--- src/rtl/xc_aessub_seq_pkg.sv ---
// Shared AES definitions for the xc_aes* units: FSM encodings, field constants,
// operand lane mapping and GF(2^8) helper functions.
package xc_aes_defs;

    typedef enum logic [1:0] {
        ST_IDLE = 2'd0,
        ST_RUN  = 2'd1,
        ST_DONE = 2'd2
    } state_t;

    localparam logic [7:0] AES_POLY     = 8'h1b;
    localparam logic [7:0] AFFINE_C     = 8'h63;
    localparam logic [7:0] INV_AFFINE_C = 8'h05;
    localparam int         LANE_W       = 8;
    // Lanes 0-1 come from rs1, lanes 2-3 from rs2, at their natural bit positions.
    localparam int         RS1_LANES    = 2;

    function automatic logic [7:0] lane_byte(input logic [31:0] rs1, input logic [31:0] rs2,
                                             input int lane);
        return (lane < RS1_LANES) ? rs1[lane*LANE_W +: LANE_W] : rs2[lane*LANE_W +: LANE_W];
    endfunction

    function automatic logic [7:0] rotl8(input logic [7:0] x, input int n);
        logic [7:0] r;
        for (int i = 0; i < 8; i++) begin
            r[i] = x[(i + 8 - n) % 8];
        end
        return r;
    endfunction

    function automatic logic [7:0] gf_mul(input logic [7:0] a, input logic [7:0] b);
        logic [7:0] p;
        logic [7:0] x;
        p = '0;
        x = a;
        for (int i = 0; i < 8; i++) begin
            if (b[i]) p = p ^ x;
            x = {x[6:0], 1'b0} ^ (x[7] ? AES_POLY : 8'h00);
        end
        return p;
    endfunction

    // x^254 is the multiplicative inverse for x != 0 and yields 0 for x == 0.
    function automatic logic [7:0] gf_inv(input logic [7:0] x);
        logic [7:0] x2, x3, x6, x12, x15, x30, x60, x120, x240, x252;
        x2   = gf_mul(x, x);
        x3   = gf_mul(x2, x);
        x6   = gf_mul(x3, x3);
        x12  = gf_mul(x6, x6);
        x15  = gf_mul(x12, x3);
        x30  = gf_mul(x15, x15);
        x60  = gf_mul(x30, x30);
        x120 = gf_mul(x60, x60);
        x240 = gf_mul(x120, x120);
        x252 = gf_mul(x240, x12);
        return gf_mul(x252, x2);
    endfunction

    function automatic logic [7:0] affine(input logic [7:0] x);
        return x ^ rotl8(x, 1) ^ rotl8(x, 2) ^ rotl8(x, 3) ^ rotl8(x, 4) ^ AFFINE_C;
    endfunction

    function automatic logic [7:0] inv_affine(input logic [7:0] x);
        return rotl8(x, 1) ^ rotl8(x, 3) ^ rotl8(x, 6) ^ INV_AFFINE_C;
    endfunction

endpackage

--- src/rtl/xc_aessub_seq_if.sv ---
// Core <-> SubBytes unit handshake bundle: hold-until-ready request, gated result.
interface xc_aessub_seq_if;
    logic        valid;
    logic [31:0] rs1;
    logic [31:0] rs2;
    logic        enc;
    logic        ready;
    logic [31:0] result;

    modport master (output valid, rs1, rs2, enc, input ready, result);
    modport slave  (input valid, rs1, rs2, enc, output ready, result);
endinterface

--- src/rtl/xc_aessub_sbox.sv ---
// Combinational AES S-box: enc=1 forward (GF inverse then affine), enc=0 inverse.
module xc_aessub_sbox
    import xc_aes_defs::*;
(
    input  logic [7:0] byte_val,
    input  logic       enc,
    output logic [7:0] sub_val
);
    logic [7:0] inv_in;
    logic [7:0] inv_out;

    // The GF inverse is shared by both directions; only the affine step moves.
    always_comb begin
        inv_in  = enc ? byte_val : inv_affine(byte_val);
        inv_out = gf_inv(inv_in);
        sub_val = enc ? affine(inv_out) : inv_out;
    end
endmodule

--- src/rtl/xc_aessub_seq.sv ---
// AES SubBytes/InvSubBytes unit, one shared S-box, one byte per cycle.
// Define XC_AESSUB_PARALLEL_EN for the four-S-box single-cycle combinational build.
module xc_aessub_seq
    import xc_aes_defs::*;
#(
    parameter int NBYTES = 4
) (
    input  logic          clock,
    input  logic          reset,
    xc_aessub_seq_if.slave bus
);
`ifdef XC_AESSUB_PARALLEL_EN
    logic [31:0] sub_word;
    logic        unused_clk_rst;

    assign unused_clk_rst = clock ^ reset;

    for (genvar gi = 0; gi < NBYTES; gi++) begin : g_sbox
        xc_aessub_sbox u_sbox (
            .byte_val (lane_byte(bus.rs1, bus.rs2, gi)),
            .enc      (bus.enc),
            .sub_val  (sub_word[gi*LANE_W +: LANE_W])
        );
    end

    assign bus.ready  = bus.valid;
    assign bus.result = sub_word & {32{bus.valid}};
`else
    localparam int                CNT_W    = $clog2(NBYTES);
    localparam logic [CNT_W-1:0]  CNT_LAST = CNT_W'(NBYTES - 1);

    state_t                       state_reg;
    logic [CNT_W-1:0]             cnt_reg;
    logic [NBYTES-1:0][7:0]       lane_reg;
    logic                         enc_reg;
    logic [31:0]                  result_reg;
    logic                         ready_reg;
    logic [7:0]                   sbox_out;

    xc_aessub_sbox u_sbox (
        .byte_val (lane_reg[cnt_reg]),
        .enc      (enc_reg),
        .sub_val  (sbox_out)
    );

    // Dropping valid in RUN or DONE aborts and discards the partial result.
    always_ff @(posedge clock) begin
        if (reset) begin
            state_reg  <= ST_IDLE;
            cnt_reg    <= '0;
            lane_reg   <= '0;
            enc_reg    <= 1'b0;
            result_reg <= '0;
            ready_reg  <= 1'b0;
        end else begin
            ready_reg <= 1'b0;
            case (state_reg)
                ST_IDLE: begin
                    if (bus.valid) begin
                        for (int k = 0; k < NBYTES; k++) begin
                            lane_reg[k] <= lane_byte(bus.rs1, bus.rs2, k);
                        end
                        enc_reg    <= bus.enc;
                        result_reg <= '0;
                        cnt_reg    <= '0;
                        state_reg  <= ST_RUN;
                    end
                end
                ST_RUN: begin
                    if (!bus.valid) begin
                        cnt_reg    <= '0;
                        result_reg <= '0;
                        state_reg  <= ST_IDLE;
                    end else begin
                        result_reg[{cnt_reg, 3'b000} +: LANE_W] <= sbox_out;
                        if (cnt_reg == CNT_LAST) begin
                            state_reg <= ST_DONE;
                        end else begin
                            cnt_reg <= cnt_reg + CNT_W'(1);
                        end
                    end
                end
                ST_DONE: begin
                    cnt_reg   <= '0;
                    state_reg <= ST_IDLE;
                    if (bus.valid) begin
                        ready_reg <= 1'b1;
                    end else begin
                        result_reg <= '0;
                    end
                end
                default: begin
                    state_reg <= ST_IDLE;
                end
            endcase
        end
    end

    assign bus.ready  = ready_reg;
    assign bus.result = result_reg & {32{ready_reg}};
`endif
endmodule

--- src/flat_wrapper.sv ---
// flat-port wrapper written by rule: the top's interface ports become plain ports
module xc_aessub_seq_flat import xc_aes_defs::*;
#(
    parameter int NBYTES = 4
)
  (clock, reset, bus_valid, bus_rs1, bus_rs2, bus_enc, bus_ready, bus_result);
  xc_aessub_seq_if bus_i ();
  input  logic clock;
  input  logic reset;
  input wire logic [$bits(bus_i.valid)-1:0] bus_valid;
  input wire logic [$bits(bus_i.rs1)-1:0] bus_rs1;
  input wire logic [$bits(bus_i.rs2)-1:0] bus_rs2;
  input wire logic [$bits(bus_i.enc)-1:0] bus_enc;
  output wire logic [$bits(bus_i.ready)-1:0] bus_ready;
  output wire logic [$bits(bus_i.result)-1:0] bus_result;
  assign bus_i.valid = bus_valid;
  assign bus_i.rs1 = bus_rs1;
  assign bus_i.rs2 = bus_rs2;
  assign bus_i.enc = bus_enc;
  assign bus_ready = bus_i.ready;
  assign bus_result = bus_i.result;
  xc_aessub_seq #(.NBYTES(NBYTES)) u_core (.clock(clock), .reset(reset), .bus(bus_i));
endmodule
--- config.mk ---
export PLATFORM = sky130hd
export DESIGN_NAME = xc_aessub_seq_flat
export DESIGN_NICKNAME = d
export VERILOG_FILES = /design/src/rtl/xc_aessub_seq_pkg.sv /design/src/rtl/xc_aessub_seq_if.sv /design/src/rtl/xc_aessub_sbox.sv /design/src/rtl/xc_aessub_seq.sv /design/src/flat_wrapper.sv
export SDC_FILE = /design/constraint.sdc
export NUM_CORES = 1
export LEC_CHECK = 0
export CAP_MARGIN = 25
export CORE_MARGIN = 2
export CORE_UTILIZATION = 36
export DETAILED_ROUTE_END_ITERATION = 16
export HOLD_SLACK_MARGIN = 0.12
export PLACE_DENSITY = 0.59
export SYNTH_ARGS = -nofsm -noshare
export SYNTH_HDL_FRONTEND = slang
export SYNTH_SLANG_ARGS = --single-unit
--- constraint.sdc ---
create_clock -name clock -period 19.7 [get_ports clock]
set_clock_uncertainty 0.05 [all_clocks]
set_input_delay 3.94 -clock clock [delete_from_list [all_inputs] [get_ports clock]]
set_output_delay 3.94 -clock clock [all_outputs]
set_load 0.02 [all_outputs]
**Yosys cells after proc, flatten, opt, wreduce, memory -nomap -nowiden**

Cells that the tools add are included.

- Add/subtract/negate cells: 2
- Magnitude comparators: 1
- Eq/ne operators: 7
- Shift-type cells: 2
- Muxes and demuxes: 183
- Bitwise operators: 164
- Reductions and logical operators: 7

Operators with widths:

| cell | number |
|---|---|
| $mux 8 | 91 |
| $xor 8x8->8 | 83 |
| $xor 8x5->8 | 77 |
| $mux 5 | 77 |
| $mux 32 | 3 |
| $pmux 32 s3 | 1 |
| $and 32x32->32 | 1 |
| $bwmux 32 | 1 |
| $shift 8x7->32 const A | 1 |
| $shiftx 8x7->32 | 1 |
| $bmux 8 s2 | 1 |
| $mux 2 | 6 |
| $neg 5->7 | 1 |
| $pmux 2 s3 | 1 |
| $reduce_and 3->1 | 2 |
| $eq 2x2->1 const B | 2 |
| $ne 2x2->1 const B | 2 |
| $not 4->4 | 1 |
| $pmux 2 s2 | 1 |
| $reduce_and 2->1 | 2 |
| $lt 2x3->1 const B | 1 |
| $ne 3x2->1 const B | 1 |
| $ne 3x3->1 const B | 1 |
| $reduce_bool 3->1 | 1 |
| other kinds (7) | 7 |

- Register bits after elaboration: 70
- Input port bits: 68
- Output and inout bits: 33
- Word-level logic and storage cells: 375

**Logic depth before layout (Yosys ltp)**

Gate-level depths: netlist (run 1).

- Depth in word-level cells: 192
- Depth in mapped cells: 85
- Depth with buffers taken out: 73

**By module**

A second synthesis (run 1) with hierarchy kept.

- Cell total of the unflattened synthesis: 1,951
- Area total of the unflattened synthesis: 15,851.5 sq um

By module, submodules not included:

| module | instances | cells each | area an instance (sq um) |
|---|---|---|---|
| xc_aessub_sbox | 1 | 1,621 | 12,700.9 |
| xc_aessub_seq | 1 | 330 | 3,150.5 |

**Worst setup path before layout (run 1)**

Ideal clock, no wire load.

- Path kind: reg-to-reg
- Start: reg u_core.cnt_reg[0]
- End: reg u_core.result_reg[31]
- Library setup time: 0.122 ns
- Data arrival time: 19.919 ns
- Setup slack: -0.390 ns
- Cell stages (with the launch flop): 79
- Path buffers: 10
- Period minus slack after synthesis: 20.090 ns
- Cells stage by stage: dfxtp_1 -> buf_4 -> mux4_2 -> xor3_1 -> mux2i_4 -> inv_2 -> clkbuf_1 -> clkbuf_1 -> ha_1 -> inv_1 -> xnor3_1 -> nor2_1 -> xnor2_4 -> xnor3_1 -> xnor2_1 -> mux2i_1 -> o21ai_1 -> xnor2_1 -> (+43 left out) -> xor3_1 -> nor2b_1 -> xnor3_1 -> xor3_1 -> xnor2_1 -> xnor2_1 -> mux2_1 -> o311ai_1 -> xnor2_1 -> xor2_2 -> xnor3_1 -> nor2_1 -> xnor3_1 -> xnor3_1 -> xnor2_1 -> xnor3_1 -> xor2_1 -> a221o_1

- Longest elaborated chain between the ends: 185
- Elaborated cells on any way between the ends: 337

RTL lines:

| what | RTL line | RTL |
|---|---|---|
| start: declaration | xc_aessub_seq.sv:33 | `logic [CNT_W-1:0] cnt_reg;` |
| start signal: assignment | xc_aessub_seq.sv:79 | `cnt_reg <= cnt_reg + CNT_W'(1);` |
| $bmux 8 s2 | xc_aessub_seq.sv:41 | `.byte_val (lane_reg[cnt_reg]),` |
| $mux 8 (implied by the code) | xc_aessub_seq.sv:41 |  |
| $xor 8x8->8 (2 in series) | xc_aessub_seq_pkg.sv:64 | `return rotl8(x, 1) ^ rotl8(x, 3) ^ rotl8(x, 6) ^ INV_AFFINE_C;` |
| $not 2->2 (no line) | -- |  |
| $mux 8 | xc_aessub_sbox.sv:14 | `inv_in = enc ? byte_val : inv_affine(byte_val);` |
| $mux 8 | xc_aessub_seq_pkg.sv:37 | `if (b[i]) p = p ^ x;` |
| $xor 8x8->8 | xc_aessub_seq_pkg.sv:37 |  |
| $mux 8 | xc_aessub_seq_pkg.sv:37 |  |
| (+165 left out) | -- |  |
| $mux 8 | xc_aessub_seq_pkg.sv:37 |  |
| $xor 8x8->8 (4 in series) | xc_aessub_seq_pkg.sv:60 | `return x ^ rotl8(x, 1) ^ rotl8(x, 2) ^ rotl8(x, 3) ^ rotl8(x, 4) ^ AFFINE_C;` |
| $not 4->4 (no line) | -- |  |
| $mux 8 | xc_aessub_sbox.sv:16 | `sub_val = enc ? affine(inv_out) : inv_out;` |
| $shiftx 8x7->32 | xc_aessub_seq.sv:75 | `result_reg[{cnt_reg, 3'b000} +: LANE_W] <= sbox_out;` |
| $bwmux 32 * | xc_aessub_seq.sv:75 |  |
| $mux 32 * | xc_aessub_seq.sv:70 | `if (!bus.valid) begin` |
| $pmux 32 s3 * | xc_aessub_seq.sv:57 | `case (state_reg)` |
| end signal: indexed assignment | xc_aessub_seq.sv:75 |  |
| end: declaration | xc_aessub_seq.sv:36 | `logic [31:0] result_reg;` |

Mark *: on every way between the ends. The rest lies on a longest branch, timed or not. The select of a mux whose other input is x is not followed.
A chain may end at the register's enable or synchronous reset.

**Worst setup path after layout (run 1)**

- Start: reg u_core.cnt_reg[0]
- End: reg u_core.result_reg[5]

Same word-level chain as after synthesis.

==> flow_summary.html, run 1 <==
<table>
<tr><th>Metric</th><th>Value</th></tr>
<tr><th colspan="2">Setup path</th></tr>
<tr><td>Top cell by count, worst path</td><td>sky130_fd_sc_hd__xnor3_1</td></tr>
<tr><td>First element of the critical path</td><td>u_core.cnt_reg[0]$_SDFFE_PP0P_</td></tr>
<tr><td>Count of cells along the worst register-to-register path</td><td>70</td></tr>
<tr><td>Family of cells with the greatest summed delay on the critical path</td><td>XOR/XNOR gates</td></tr>
<tr><td>Worst r2r dst</td><td>u_core.result_reg[5]$_SDFFE_PP0P_</td></tr>
<tr><td>Required time reported for the critical path endpoint</td><td>19.86 ns</td></tr>
<tr><td>Destination of the critical timing path</td><td>u_core.result_reg[5]$_SDFFE_PP0P_</td></tr>
<tr><td>Type of the setup path with the least slack</td><td>flop to flop</td></tr>
<tr><td>Cell type of the slowest stage on the worst timing path</td><td>sky130_fd_sc_hd__mux4_2</td></tr>
<tr><td>Buffering stage count on the worst path with inverters included</td><td>10</td></tr>
<tr><td>Peak fanout along the critical path</td><td>20</td></tr>
<tr><td>Launch point of the worst reg-to-reg path</td><td>u_core.cnt_reg[0]$_SDFFE_PP0P_</td></tr>
<tr><td>Critical Path Start Type</td><td>flop</td></tr>
<tr><td>Element type at the critical path end</td><td>flop</td></tr>
<tr><td>Signal arrival time at the worst endpoint</td><td>19.00 ns</td></tr>
<tr><td>Minimum setup slack among reg-to-reg paths</td><td>0.86 ns</td></tr>
<tr><td>Highest cell delay on the worst timing path</td><td>0.57 ns</td></tr>
<tr><td>Crit. path cell count</td><td>70</td></tr>
<tr><th colspan="2">Global routing</th></tr>
<tr><td>GR Overflow Total</td><td>0</td></tr>
<tr><td>Global-route wire length before repair</td><td>68800 µm</td></tr>
<tr><td>Via count of the first global-routing pass</td><td>13400</td></tr>
<tr><td>Largest net degree at the start of global routing</td><td>44</td></tr>
<tr><td>Initial antenna violation count</td><td>0</td></tr>
<tr><td>Total routing usage reported by global routing</td><td>0.184</td></tr>
<tr><th colspan="2">Final layout</th></tr>
<tr><td>Top library cells by usage in the layout, fill and taps aside</td><td>sky130_fd_sc_hd__xnor2_1 (271), sky130_fd_sc_hd__nand2_1 (239), sky130_fd_sc_hd__nor2_1 (218)</td></tr>
<tr><td>Synth-to-layout area growth</td><td>16.9%</td></tr>
<tr><td>Commonest non-fill, non-tap cell in the layout</td><td>sky130_fd_sc_hd__xnor2_1</td></tr>
<tr><td>Final cell area excluding filler cells</td><td>18200 µm²</td></tr>
<tr><td>Final net count</td><td>2123</td></tr>
<tr><td>Ant. Diodes</td><td>0</td></tr>
<tr><td>Filler instances</td><td>4286</td></tr>
<tr><td>Fraction of layout cells with a size suffix above 1</td><td>0.163</td></tr>
<tr><th colspan="2">Logic synthesis</th></tr>
<tr><td>Number of warning messages in the yosys log</td><td>0</td></tr>
<tr><td>Total standard cell area after synthesis</td><td>15500 µm²</td></tr>
<tr><td>Number of distinct standard cells referenced by the synthesized netlist</td><td>99</td></tr>
<tr><td>Gate count of the mapped netlist</td><td>1952</td></tr>
<tr><td>Sequential element share of the synthesized area</td><td>0.0901</td></tr>
<tr><td>Flop and latch count out of synthesis</td><td>70</td></tr>
<tr><td>Most area-hungry cell type in the Yosys netlist</td><td>sky130_fd_sc_hd__xnor2_1</td></tr>
<tr><td>Flip-flop cell with the highest count after synthesis</td><td>sky130_fd_sc_hd__dfxtp_1</td></tr>
<tr><td>Post-Syn Nets</td><td>2031</td></tr>
<tr><td>EDFF count, synth</td><td>0</td></tr>
<tr><td>Proportion of netlist area held by the largest area contributor</td><td>0.167</td></tr>
<tr><td>Top cells by area, synth</td><td>sky130_fd_sc_hd__xnor2_1 (17%), sky130_fd_sc_hd__xnor3_1 (12%), sky130_fd_sc_hd__dfxtp_1 (9.0%), sky130_fd_sc_hd__nand2_1 (5.8%), sky130_fd_sc_hd__nor2_1 (5.3%)</td></tr>
<tr><td>Mean cell area of the mapped netlist</td><td>7.97 µm²</td></tr>
<tr><td>Async SR Flop Fraction</td><td>0</td></tr>
<tr><th colspan="2">CTS</th></tr>
<tr><td>Maximum buffer depth of the clock tree</td><td>2</td></tr>
<tr><td>Root buf cell</td><td>sky130_fd_sc_hd__clkbuf_16</td></tr>
<tr><td>TritonCTS Buffers</td><td>9</td></tr>
<tr><td>CTS Sinks</td><td>70</td></tr>
<tr><td>Clock tree from TritonCTS</td><td>done</td></tr>
<tr><td>Later-pin clock latency in the skew report</td><td>0.33 ns</td></tr>
<tr><td>Number of H-tree branching levels</td><td>3</td></tr>
<tr><td>Clock slew at the register clock pins of the worst setup and hold paths</td><td>0.06 ns</td></tr>
<tr><td>Hold-fix buffers, CTS</td><td>0</td></tr>
<tr><th colspan="2">Worst hold path</th></tr>
<tr><td>Type of the worst min-delay path</td><td>flop to flop</td></tr>
<tr><td>Hold Path Stages</td><td>2</td></tr>
<tr><th colspan="2">Die</th></tr>
<tr><td>Die Height</td><td>212 µm</td></tr>
<tr><td>Initial core utilization</td><td>0.363</td></tr>
<tr><td>Chip width</td><td>212 µm</td></tr>
<tr><td>Placeable core area</td><td>42900 µm²</td></tr>
<tr><td>Full die area</td><td>44900 µm²</td></tr>
<tr><td>Number of rows in the core area</td><td>76</td></tr>
<tr><td>Number of top-level pins</td><td>101</td></tr>
<tr><th colspan="2">Detailed routing</th></tr>
<tr><td>Final antenna-violating net count</td><td>0</td></tr>
<tr><td>Aggregate routed wire length</td><td>42000 µm</td></tr>
<tr><td>Number of vias per cell after detailed routing</td><td>5.31</td></tr>
<tr><td>Drt drc</td><td>0</td></tr>
<tr><td>Routed length per placed instance</td><td>15.9 µm</td></tr>
<tr><td>Count of TritonRoute iterations in the first routing pass</td><td>7</td></tr>
<tr><td>Violation count after the first detailed-routing iteration</td><td>1082</td></tr>
<tr><td>Number of vias after detailed routing</td><td>14000</td></tr>
<tr><th colspan="2">STA</th></tr>
<tr><td>Final count of hold timing violations</td><td>0</td></tr>
<tr><td>Final count of pins violating max slew</td><td>0</td></tr>
<tr><td>Final setup fails</td><td>0</td></tr>
<tr><td>Min setup slack post-route</td><td>0.857 ns</td></tr>
<tr><td>Slew HR</td><td>0.324</td></tr>
<tr><td>Highest clock rate</td><td>53.1 MHz</td></tr>
<tr><td>Final cycle utilization of the critical path</td><td>0.957</td></tr>
<tr><td>Final critical delay including setup and external delays</td><td>18.84 ns</td></tr>
<tr><td>Worst slew pin tran</td><td>1.01 ns</td></tr>
<tr><th colspan="2">Placement</th></tr>
<tr><td>Worst Setup Slack post-DPL</td><td>-0.578 ns</td></tr>
<tr><td>HPWL reported at the end of detailed placement</td><td>30900 µm</td></tr>
<tr><td>DP Area</td><td>17300 µm²</td></tr>
<tr><td>Buffers added on ports</td><td>68</td></tr>
<tr><td>Global placer's final weighted congestion</td><td>0.866</td></tr>
<tr><th colspan="2">Flow run</th></tr>
<tr><td>Number of max-cap violations</td><td>0</td></tr>
<tr><th colspan="2">Outcome</th></tr>
<tr><td>Run status</td><td>finished, final reports clean</td></tr>
</table>
[area by class of cell]
type,instances,area (µm²),area share
multi-input cells,1714,13800,0.757
clock buffers,10,229,0.0126
flip-flops and latches,70,1410,0.0774
inverters,31,119,0.00654
repair buffers,218,1840,0.101
clock inverters,6,86.3,0.00475
well taps,585,732,0.0403
[synthesized netlist by cell type, types with 43 or more instances]
library cell               instances
sky130_fd_sc_hd__buf_2            49
sky130_fd_sc_hd__a21oi_1         129
sky130_fd_sc_hd__clkbuf_1         66
sky130_fd_sc_hd__mux2i_1          53
sky130_fd_sc_hd__nand3_1          44
sky130_fd_sc_hd__dfxtp_1          70
sky130_fd_sc_hd__and2_1           50
sky130_fd_sc_hd__o21ai_0          43
sky130_fd_sc_hd__xor2_1           88
sky130_fd_sc_hd__nand2_1         239
sky130_fd_sc_hd__nor2_1          219
sky130_fd_sc_hd__xnor2_1         296
sky130_fd_sc_hd__xnor3_1          81
sky130_fd_sc_hd__o21ai_1          45
[worst register-to-register path, delay by kind of cell, from the launching register on]
family / cells / cell delay [ns]
adder cells (fa/ha/maj): 5 / 1.81
XOR/XNOR: 30 / 9.63
flip-flops: 1 / 0.43
buffers and inverters: 10 / 1.36
AO/OA/AOI/OAI: 13 / 2.95
multiplexers: 5 / 1.48
AND/OR/NAND/NOR: 7 / 1.02
[per-stage QoR]
stage / hold WS, ns / cells / util / setup TNS, ns
final: 0.398 / 2634 / 0.424 / 0
after global routing: 0.419 / 2634 / 0.424 / -1.64
after CTS: 0.400 / 2618 / 0.414 / 0
after detailed placement: 0.391 / 2595 / 0.403 / -15.06
after global placement: 0.383 / 2595 / 0.403 / -1.45
after floorplan: 0.373 / 1952 / - / 0
[how the worst min path moves through the flow]
stage / start / end / slack [ns]
after global routing: u_core.result_reg[16]$_SDFFE_PP0P_ / u_core.result_reg[16]$_SDFFE_PP0P_ / 0.42
after floorplan: u_core.result_reg[0]$_SDFFE_PP0P_ / u_core.result_reg[0]$_SDFFE_PP0P_ / 0.37
after global placement: u_core.result_reg[26]$_SDFFE_PP0P_ / u_core.result_reg[26]$_SDFFE_PP0P_ / 0.38
final: u_core.result_reg[3]$_SDFFE_PP0P_ / u_core.result_reg[3]$_SDFFE_PP0P_ / 0.40
after detailed placement: u_core.result_reg[3]$_SDFFE_PP0P_ / u_core.result_reg[3]$_SDFFE_PP0P_ / 0.39
after CTS: u_core.result_reg[3]$_SDFFE_PP0P_ / u_core.result_reg[3]$_SDFFE_PP0P_ / 0.40
[timing repair]
item                                    CTS  global route
cloned                                    0             1
setup buffers                             7            14
gates resized for setup                  11            55
hold endpoints to repair                  0             0
endpoints found under the setup margin   32            32
pin swaps                                 2            13
[per-layer routing]
| metal | global-route usage | routed length (µm) | share of wire |
|---|---|---|---|
| met4 | 0.0355 | 495 | 0.012 |
| met5 | 0 | 0 | 0 |
| met3 | 0.0113 | 1550 | 0.037 |
| met1 | 0.252 | 19700 | 0.47 |
| met2 | 0.321 | 20300 | 0.48 |
[kinds of logic after synthesis]
| kind of cell | Yosys count | synth area share |
|---|---|---|
| XOR/XNOR | 531 | 0.421 |
| AND/OR/NAND/NOR | 699 | 0.203 |
| multiplexers | 79 | 0.0607 |
| adder cells (fa/ha/maj) | 11 | 0.00885 |
| AO/OA/AOI/OAI | 393 | 0.166 |
| flip-flops | 70 | 0.0901 |
| buffers and inverters | 169 | 0.0498 |
Power of run 1 is left out: the tool's default activity adds up to more than one toggle a clock period on the data nets, which glitch-free logic cannot reach.
==> inputs of run 2 (changes only) <==
--- a/config.mk
+++ b/config.mk
@@ -9,7 +9,6 @@
 export CORE_MARGIN = 2
 export CORE_UTILIZATION = 36
 export DETAILED_ROUTE_END_ITERATION = 16
-export HOLD_SLACK_MARGIN = 0.12
 export PLACE_DENSITY = 0.59
 export SYNTH_ARGS = -nofsm -noshare
 export SYNTH_HDL_FRONTEND = slang
==> results of run 2 <==
No change in the layout: final DEF, timing and power equal those of run 1.
Power of run 2 is left out for the same reason.
